## src/rtl/symbol_framer.sv

```systemverilog
// symbol_framer
//   Feeds the 13x zero-stuffing upsampler. Bytes arrive over a valid/ready
//   handshake and each one is split into two 4-bit symbols. The symbols can
//   optionally be Gray coded. Each symbol is presented on symbol_out with a
//   one-cycle new_symbol strobe. Strobes are spaced SYMBOL_PERIOD clocks
//   apart, and symbol_out is held stable between strobes.
//
// Parameters
//   SYMBOL_PERIOD : clocks between consecutive strobes (>= 14)
//   MSB_FIRST     : 1 sends in_data[7:4] first, 0 sends in_data[3:0] first
//   GRAY_MAP      : 1 maps each nibble n to n ^ (n >> 1)
//
// Ports
//   clk            : system clock, rising edge
//   rst_n          : synchronous active-low reset
//   enable         : low stops new strobes and underrun counting
//   in_valid       : upstream byte valid
//   in_data[7:0]   : upstream byte
//   in_ready       : a byte can be accepted this cycle (combinational)
//   new_symbol     : registered one-cycle strobe for a new symbol
//   symbol_out[3:0]: registered symbol, held until the next strobe
//   underrun_count : saturating count of slots that found no data
module symbol_framer #(
  parameter int SYMBOL_PERIOD = 14,
  parameter bit MSB_FIRST     = 1'b1,
  parameter bit GRAY_MAP      = 1'b0
) (
  input  logic       clk,
  input  logic       rst_n,
  input  logic       enable,
  input  logic       in_valid,
  input  logic [7:0] in_data,
  output logic       in_ready,
  output logic       new_symbol,
  output logic [3:0] symbol_out,
  output logic [7:0] underrun_count
);

  localparam int CW = (SYMBOL_PERIOD > 1) ? $clog2(SYMBOL_PERIOD) : 1;
  localparam logic [CW-1:0] CNT_RELOAD = CW'(SYMBOL_PERIOD - 1);

  logic [CW-1:0] cnt_reg, cnt_next;
  logic [7:0]    byte_reg, byte_next;
  logic          first_pend_reg, first_pend_next;
  logic          second_pend_reg, second_pend_next;
  logic          busy_reg, busy_next;
  logic          new_symbol_reg, new_symbol_next;
  logic [3:0]    symbol_reg, symbol_next;
  logic [7:0]    underrun_reg, underrun_next;

  logic [3:0] first_nib;
  logic [3:0] second_nib;
  logic [3:0] raw_nib;
  logic [3:0] gray_nib;
  logic [3:0] mapped_nib;
  logic       slot;
  logic       any_pend;
  logic       issue;
  logic       issue_second;
  logic       underrun;
  logic       handshake;

  assign first_nib  = MSB_FIRST ? byte_reg[7:4] : byte_reg[3:0];
  assign second_nib = MSB_FIRST ? byte_reg[3:0] : byte_reg[7:4];

  // The first flag is only ever set together with the second one, so the
  // first flag alone decides which nibble goes out next.
  assign raw_nib = first_pend_reg ? first_nib : second_nib;

  // Gray code: each bit is XORed with its upper neighbour; the MSB passes.
  genvar gi;
  generate
    for (gi = 0; gi < 3; gi++) begin : g_gray
      assign gray_nib[gi] = raw_nib[gi] ^ raw_nib[gi+1];
    end
  endgenerate
  assign gray_nib[3] = raw_nib[3];

  assign mapped_nib = GRAY_MAP ? gray_nib : raw_nib;

  assign slot         = (cnt_reg == '0);
  assign any_pend     = first_pend_reg | second_pend_reg;
  assign issue        = slot & enable & any_pend;
  assign issue_second = issue & ~first_pend_reg;
  assign underrun     = slot & enable & busy_reg & ~any_pend;

  // A new byte may land on the same edge that issues the last nibble of the
  // current byte, so streaming never leaves an empty slot.
  assign in_ready  = ~any_pend | issue_second;
  assign handshake = in_valid & in_ready;

  always_comb begin
    cnt_next         = (cnt_reg != '0) ? cnt_reg - CW'(1) : cnt_reg;
    byte_next        = byte_reg;
    first_pend_next  = first_pend_reg;
    second_pend_next = second_pend_reg;
    busy_next        = busy_reg;
    new_symbol_next  = 1'b0;
    symbol_next      = symbol_reg;
    underrun_next    = underrun_reg;

    if (issue) begin
      new_symbol_next = 1'b1;
      symbol_next     = mapped_nib;
      cnt_next        = CNT_RELOAD;
      busy_next       = 1'b1;
      if (first_pend_reg) begin
        first_pend_next = 1'b0;
      end else begin
        second_pend_next = 1'b0;
      end
    end else if (underrun) begin
      // busy drops so a line that stays idle is counted only once.
      busy_next = 1'b0;
      if (underrun_reg != 8'hFF) begin
        underrun_next = underrun_reg + 8'd1;
      end
    end

    // Loading overrides the flag clear of a simultaneous last-nibble issue.
    if (handshake) begin
      byte_next        = in_data;
      first_pend_next  = 1'b1;
      second_pend_next = 1'b1;
    end
  end

  always_ff @(posedge clk) begin
    if (!rst_n) begin
      cnt_reg         <= '0;
      byte_reg        <= 8'h00;
      first_pend_reg  <= 1'b0;
      second_pend_reg <= 1'b0;
      busy_reg        <= 1'b0;
      new_symbol_reg  <= 1'b0;
      symbol_reg      <= 4'h0;
      underrun_reg    <= 8'h00;
    end else begin
      cnt_reg         <= cnt_next;
      byte_reg        <= byte_next;
      first_pend_reg  <= first_pend_next;
      second_pend_reg <= second_pend_next;
      busy_reg        <= busy_next;
      new_symbol_reg  <= new_symbol_next;
      symbol_reg      <= symbol_next;
      underrun_reg    <= underrun_next;
    end
  end

  assign new_symbol     = new_symbol_reg;
  assign symbol_out     = symbol_reg;
  assign underrun_count = underrun_reg;

endmodule

```

## config.mk

```make
export PLATFORM = sky130hd
export DESIGN_NAME = symbol_framer
export DESIGN_NICKNAME = d
export VERILOG_FILES = /design/src/rtl/symbol_framer.sv
export SDC_FILE = /design/constraint.sdc
export NUM_CORES = 1
export LEC_CHECK = 0
export BUFFER_PORTS_ARGS = -buffer_cell sky130_fd_sc_hd__buf_4
export CORE_ASPECT_RATIO = 0.75
export CORE_MARGIN = 3
export CORE_UTILIZATION = 47
export CTS_CLUSTER_DIAMETER = 120
export DETAILED_ROUTE_END_ITERATION = 16
export PLACE_DENSITY = 0.81
export SLEW_MARGIN = 20
export SYNTH_ARGS = -nofsm -noshare
export SYNTH_HDL_FRONTEND = slang
export SYNTH_SLANG_ARGS = --single-unit
```

## constraint.sdc

```tcl
create_clock -name clk -period 1.7 [get_ports clk]
set_clock_uncertainty 0.05 [all_clocks]
set_input_delay 0.17 -clock clk [delete_from_list [all_inputs] [get_ports clk]]
set_output_delay 0.17 -clock clk [all_outputs]
set_load 0.005 [all_outputs]
```

==> results of run 1 <==
==> cell usage after synthesis, drive strengths merged, types with 3 or more instances <==
| master | number |
|---|---|
| nor2 | 20 |
| nand2 | 4 |
| or3 | 4 |
| a211oi | 5 |
| xor2 | 3 |
| a21oi | 12 |
| inv | 3 |
| mux2i | 13 |
| o21ai | 6 |
| dfxtp | 28 |
==> critical path: stages, from the launching register on <==
cell and delay (ns):
dfxtp_2 0.35, inv_2 0.07, ha_4 0.17, and4bb_4 0.31
o2111ai_4 0.13, or3_4 0.40, a21oi_2 0.12
==> metrics by stage <==
step                      cell area (um2)  TNS [ns]  setup slack (ns)  power [mW]
after floorplan                      1190         0            0.0985        1.23
after global placement               1450         0            0.0857        1.38
after detailed placement             1450   -0.0470           -0.0299        1.41
after CTS                            1490   -0.0261           -0.0261        1.70
after global routing                 1570   -0.0322           -0.0250        1.95
final                                1570         0            0.0553        1.82
==> how the worst max path moves through the flow <==
stage | from | endpoint | slack [ns] | cells past startpoint
after floorplan | cnt_reg[0] | underrun_count[4] | 0.1 | 6
after global placement | cnt_reg[0] | underrun_count[7] | 0.09 | 6
after detailed placement | cnt_reg[0] | symbol_out[2] | -0.03 | 7
after CTS | cnt_reg[0] | in_ready | -0.03 | 5
after global routing | cnt_reg[0] | underrun_count[5] | -0.03 | 7
final | cnt_reg[0] | underrun_count[5] | 0.06 | 6
==> area by class of cell <==
class | instances | share of cell area
clock buffers | 3 | 0.0144
inverters | 4 | 0.00959
multi-input cells | 88 | 0.416
repair buffers | 36 | 0.173
flip-flops and latches | 28 | 0.361
well taps | 34 | 0.0272
==> metal layers <==
layer | GRT usage | share of wire | vias up
met5 | 0 | 0 | -
met3 | 0.0524 | 0.053 | 2
met4 | 0.0323 | 0.0054 | 0
met2 | 0.290 | 0.51 | 29
li1 | - | - | 515
met1 | 0.199 | 0.43 | 455
==> power groups by stage <==
| stage | registers, mW | clock network (mW) | logic, mW |
|---|---|---|---|
| floorplan | 0.830 | 0 | 0.400 |
| global placement | 0.847 | 0 | 0.533 |
| detailed placement | 0.851 | 0 | 0.558 |
| CTS | 0.836 | 0.270 | 0.589 |
| global route | 0.862 | 0.306 | 0.787 |
| finish | 0.848 | 0.258 | 0.719 |
==> cells by family after synthesis <==
group | synth area share
buffers and inverters | 0.0295
DFF | 0.472
muxes | 0.119
AOI/OAI and AO/OA | 0.138
and+or+nand+nor | 0.192
adders and majority gates | 0.0210
xor gates and xnor gates | 0.0295
==> repair_timing <==
item | in CTS | in global routing
pin swaps | 3 | 4
setup endpoints to repair | 10 | 19
resized for setup | 2 | 11
hold buffers | 0 | 0
buffers inserted | 1 | 3
==> impl_metrics.csv, run 1 <==
group,metric,value,unit
floorplan,rows,15,
logic_synthesis,yosysSeqAreaShare,0.472,
logic_synthesis,avgSynthCellArea,9.59,um2
run,maxCapViolCount,0,
cts,clk_pin_slew,0.14,ns
cts,cts_num_sinks,28,
global_route,gr-usage-all-layers,0.166,
critical_path,crit_arrival,1.85,ns
outcome,status,"finished, final reports clean",
worst_hold_path,hold_end,"byte_reg[1]",
finish,final-instance-count-excl-fill,193,
finish,multi_input_area,651,um2
logic_synthesis,synth_nets,138,
finish,drive_above_1_share,0.340,
drt,drt_first_pass_iters,4,
logic_synthesis,synth.top_cell.area_share,0.472,
pwr,irDropWorstVdd,0.675,mV
logic_synthesis,ys_top_cells_by_area,"dfxtp_1, mux2i_1, nor2_1",
critical_path,crit_fanout,5,
pwr,swShare,0.320,
cts,clk_path_buf_depth,2,
finish,final_nets,175,
global_route,grt_pass1_wl,4170,um
floorplan,boundaryPins,26,
finish,regArea,564,um2
cts,numCtsBuffers,3,
critical_path,timing_worst_setup_path_type,"flip-flop to flip-flop",
cts,cts_tree,"done",
drt,drt_iter0_drc,49,
finish,final_cell_mix,"buf_4, dfxtp_1, nor2_1",
sta,hold_viol_final,0,
logic_synthesis,yosysTopAreaCell,"dfxtp_1",
cts,root_buffer,"clkbuf_4",
drt,routedWlPerCell,13.5,um
finish,diodes,0,
worst_hold_path,min_path_type,"input pin to flip-flop",
logic_synthesis,yosys_warnings,0,
drt,drt-total-wl,2610,um
critical_path,r2r-end,"underrun_count[5]",
cts,h-tree-depth,1,
sta,fmax,608,MHz
logic_synthesis,synth-edff-count,0,
floorplan,dieArea,3170,um2
logic_synthesis,ys.flop_type,"dfxtp_1",
place,place_congestion,0.804,
drt,dr_total_vias,1001,
sta,whs,0.0235,ns
sta,min_period,1.64,ns
pwr,p_comb_frac,0.394,
floorplan,start_util,0.507,
floorplan,die_w,64.1,um
drt,ant_nets,0,
sta,maxSlewHeadroom,0.569,
place,io_buffer_count,25,
logic_synthesis,syn_inst,124,
critical_path,critical_path_required,1.91,ns
critical_path,r2r_slack,0.06,ns
finish,final_core_utilization,0.667,
logic_synthesis,yosysUniqueCellTypes,31,
sta,setup_viol,0,
finish,layout_commonest_cell,"buf_4",
finish,area_growth,31.7,%
pwr,power.switching,0.584,mW
sta,post-route-period-util,0.967,
pwr,p_seq_frac,0.465,
floorplan,fp.dieH,49.6,um
global_route,grt_overflow,0,
finish,fill_cells,184,
pwr,power.density,1170,nW/um2
floorplan,core_area,2350,um2
logic_synthesis,ys_ff_latch,28,
pwr,power.share.clock,0.141,
global_route,grt_max_degree,19,
global_route,grt_pass1_vias,966,
critical_path,crit_path_start_kind,"flip-flop",
worst_hold_path,holdPathStages,3,
critical_path,worstSetupEndpointType,"flip-flop",
pwr,internal_power,1.24,mW
place,dp_hpwl,1830,um
place,place_inst,186,
drt,via_per_inst,5.19,
logic_synthesis,async_flop_share,0,
sta,maxSlewViolCount,0,
cts,clock_latency,0.32,ns
critical_path,ff2ff_path_depth,6,
logic_synthesis,netlist_area,1190,um2
pwr,p_leak,0.629,nW
worst_hold_path,hold_start,"in_data[1]",
sta,tightestPinTransition,0.640,ns
global_route,grt_antenna_before_repair,0,
critical_path,rr_startpoint,"cnt_reg[0]",
drt,drcViolationCount,0,
Note: power is estimated with default switching activity, not from simulation.
==> inputs of run 2 (changes only) <==
==> constraint.sdc (replaced) <==
create_clock -name clk -period 1.7 [get_ports clk]
set_clock_uncertainty 0.05 [all_clocks]
set_input_delay 0.085 -clock clk [delete_from_list [all_inputs] [get_ports clk]]
set_output_delay 0.085 -clock clk [all_outputs]
set_load 0.005 [all_outputs]
==> impl_metrics.csv, run 2 (synthesized netlist as in run 1, its figures left out) <==
group,metric,value,unit
outcome,status,"finished, final reports clean",
finish,drive_above_1_share,0.318,
pwr,power.share.clock,0.176,
global_route,gr-usage-all-layers,0.169,
floorplan,start_util,0.507,
place,io_buffer_count,25,
finish,area_growth,39.4,%
drt,drt-total-wl,2510,um
global_route,grt_pass1_wl,4200,um
pwr,internal_power,1.25,mW
cts,numCtsBuffers,3,
floorplan,die_w,64.1,um
critical_path,critical_path_required,1.93,ns
global_route,grt_max_degree,20,
global_route,grt_pass1_vias,1019,
finish,final_nets,185,
pwr,p_seq_frac,0.463,
drt,drt_first_pass_iters,4,
place,dp_hpwl,1790,um
floorplan,fp.dieH,49.6,um
sta,hold_viol_final,0,
floorplan,dieArea,3170,um2
place,place_area,1460,um2
pwr,irDropWorstVdd,0.776,mV
pwr,swShare,0.311,
global_route,grt_overflow,0,
worst_hold_path,hold_end,"busy_reg",
cts,clk_path_buf_depth,2,
pwr,power.density,1100,nW/um2
cts,h-tree-depth,1,
sta,min_period,1.62,ns
pwr,p_leak,0.673,nW
global_route,grt_antenna_before_repair,0,
finish,diodes,0,
drt,via_per_inst,5.13,
sta,maxSlewHeadroom,0.580,
pwr,p_comb_frac,0.361,
finish,final_cell_mix,"buf_4, dfxtp_1, nor2_1",
critical_path,worstSetupEndpointType,"flip-flop",
floorplan,boundaryPins,26,
critical_path,crit_path_start_kind,"flip-flop",
cts,root_buffer,"clkbuf_4",
critical_path,r2r_slack,0.08,ns
cts,cts_tree,"done",
place,place_inst,187,
finish,final-instance-count-excl-fill,204,
drt,dr_total_vias,1047,
sta,fmax,619,MHz
finish,fill_cells,177,
worst_hold_path,min_path_type,"input pin to flip-flop",
critical_path,rr_startpoint,"cnt_reg[0]",
finish,final_core_utilization,0.706,
sta,tightestPinTransition,0.623,ns
critical_path,timing_worst_setup_path_type,"flip-flop to flip-flop",
worst_hold_path,hold_start,"enable",
critical_path,crit_fanout,5,
finish,layout_commonest_cell,"buf_4",
sta,setup_viol,0,
pwr,power.switching,0.565,mW
finish,fin_area,1660,um2
floorplan,rows,15,
sta,post-route-period-util,0.951,
drt,routedWlPerCell,12.3,um
critical_path,crit_arrival,1.85,ns
drt,drcViolationCount,0,
sta,maxSlewViolCount,0,
drt,ant_nets,0,
cts,clock_latency,0.33,ns
cts,cts_num_sinks,28,
worst_hold_path,holdPathStages,5,
floorplan,core_area,2350,um2
critical_path,r2r-end,"underrun_count[5]",
critical_path,ff2ff_path_depth,6,
drt,drt_iter0_drc,44,
cts,clk_pin_slew,0.14,ns
run,maxCapViolCount,0,
place,place_congestion,0.797,
## run 2: cell type report
type,count,area (um2),area share
Sequential cell,28,563,0.340
Clock buffer,4,36.3,0.0219
Inverter,4,15.0,0.00906
Tap cell,34,42.5,0.0257
Timing Repair Buffer,46,368,0.222
Multi-Input combinational cell,88,632,0.381
## run 2: how the worst max path moves through the flow
stage                             end       start  slack (ns)
CTS                 underrun_count[5]  cnt_reg[0]        0.02
global placement    underrun_count[7]  cnt_reg[0]        0.14
floorplan           underrun_count[4]  cnt_reg[0]         0.1
detailed placement  underrun_count[5]  cnt_reg[0]        0.05
finish              underrun_count[5]  cnt_reg[0]        0.08
global route            symbol_out[2]  cnt_reg[1]       -0.01
## run 2: power groups by stage
| stage | clock network [mW] | registers, mW | logic [mW] |
|---|---|---|---|
| 2_1_floorplan | 0 | 0.830 | 0.400 |
| 3_3_place_gp | 0 | 0.847 | 0.550 |
| 3_5_place_dp | 0 | 0.851 | 0.566 |
| 4_1_cts | 0.335 | 0.838 | 0.586 |
| 5_1_grt | 0.370 | 0.857 | 0.718 |
| 6_report | 0.320 | 0.841 | 0.655 |
## run 2: routing by layer
metal  track usage  share of wire  vias up  wire (um)
met5             0              0        -          0
met4        0.0932          0.020        0         50
met3        0.0752          0.055        7        138
met2         0.280           0.48       25       1200
met1         0.180           0.45      477       1120
li1              -              -      538          -
## run 2: per-stage QoR
step	power [mW]	hold slack, ns	setup slack, ns	setup TNS [ns]
6_report	1.82	0.306	0.0839	0
5_1_grt	1.95	0.299	-0.0137	-0.0402
4_1_cts	1.76	0.129	0.0231	0
3_5_place_dp	1.42	0.279	0.0534	0
3_3_place_gp	1.40	0.267	0.141	0
2_1_floorplan	1.23	0.181	0.0985	0
## run 2: what timing repair did
item                                   in CTS  in global routing
hold buffers                               10                  0
endpoints found under the hold margin      10                  0
resized for setup                           0                 14
setup endpoints to repair                   0                 17
setup buffers                               0                  2
## run 2: critical path, cell delays in order, from the launching register on
cell and delay, ns:
dfxtp_2 0.35, inv_2 0.06, ha_2 0.18, and4bb_4 0.30
o2111ai_4 0.13, or3_4 0.40, a21oi_2 0.11
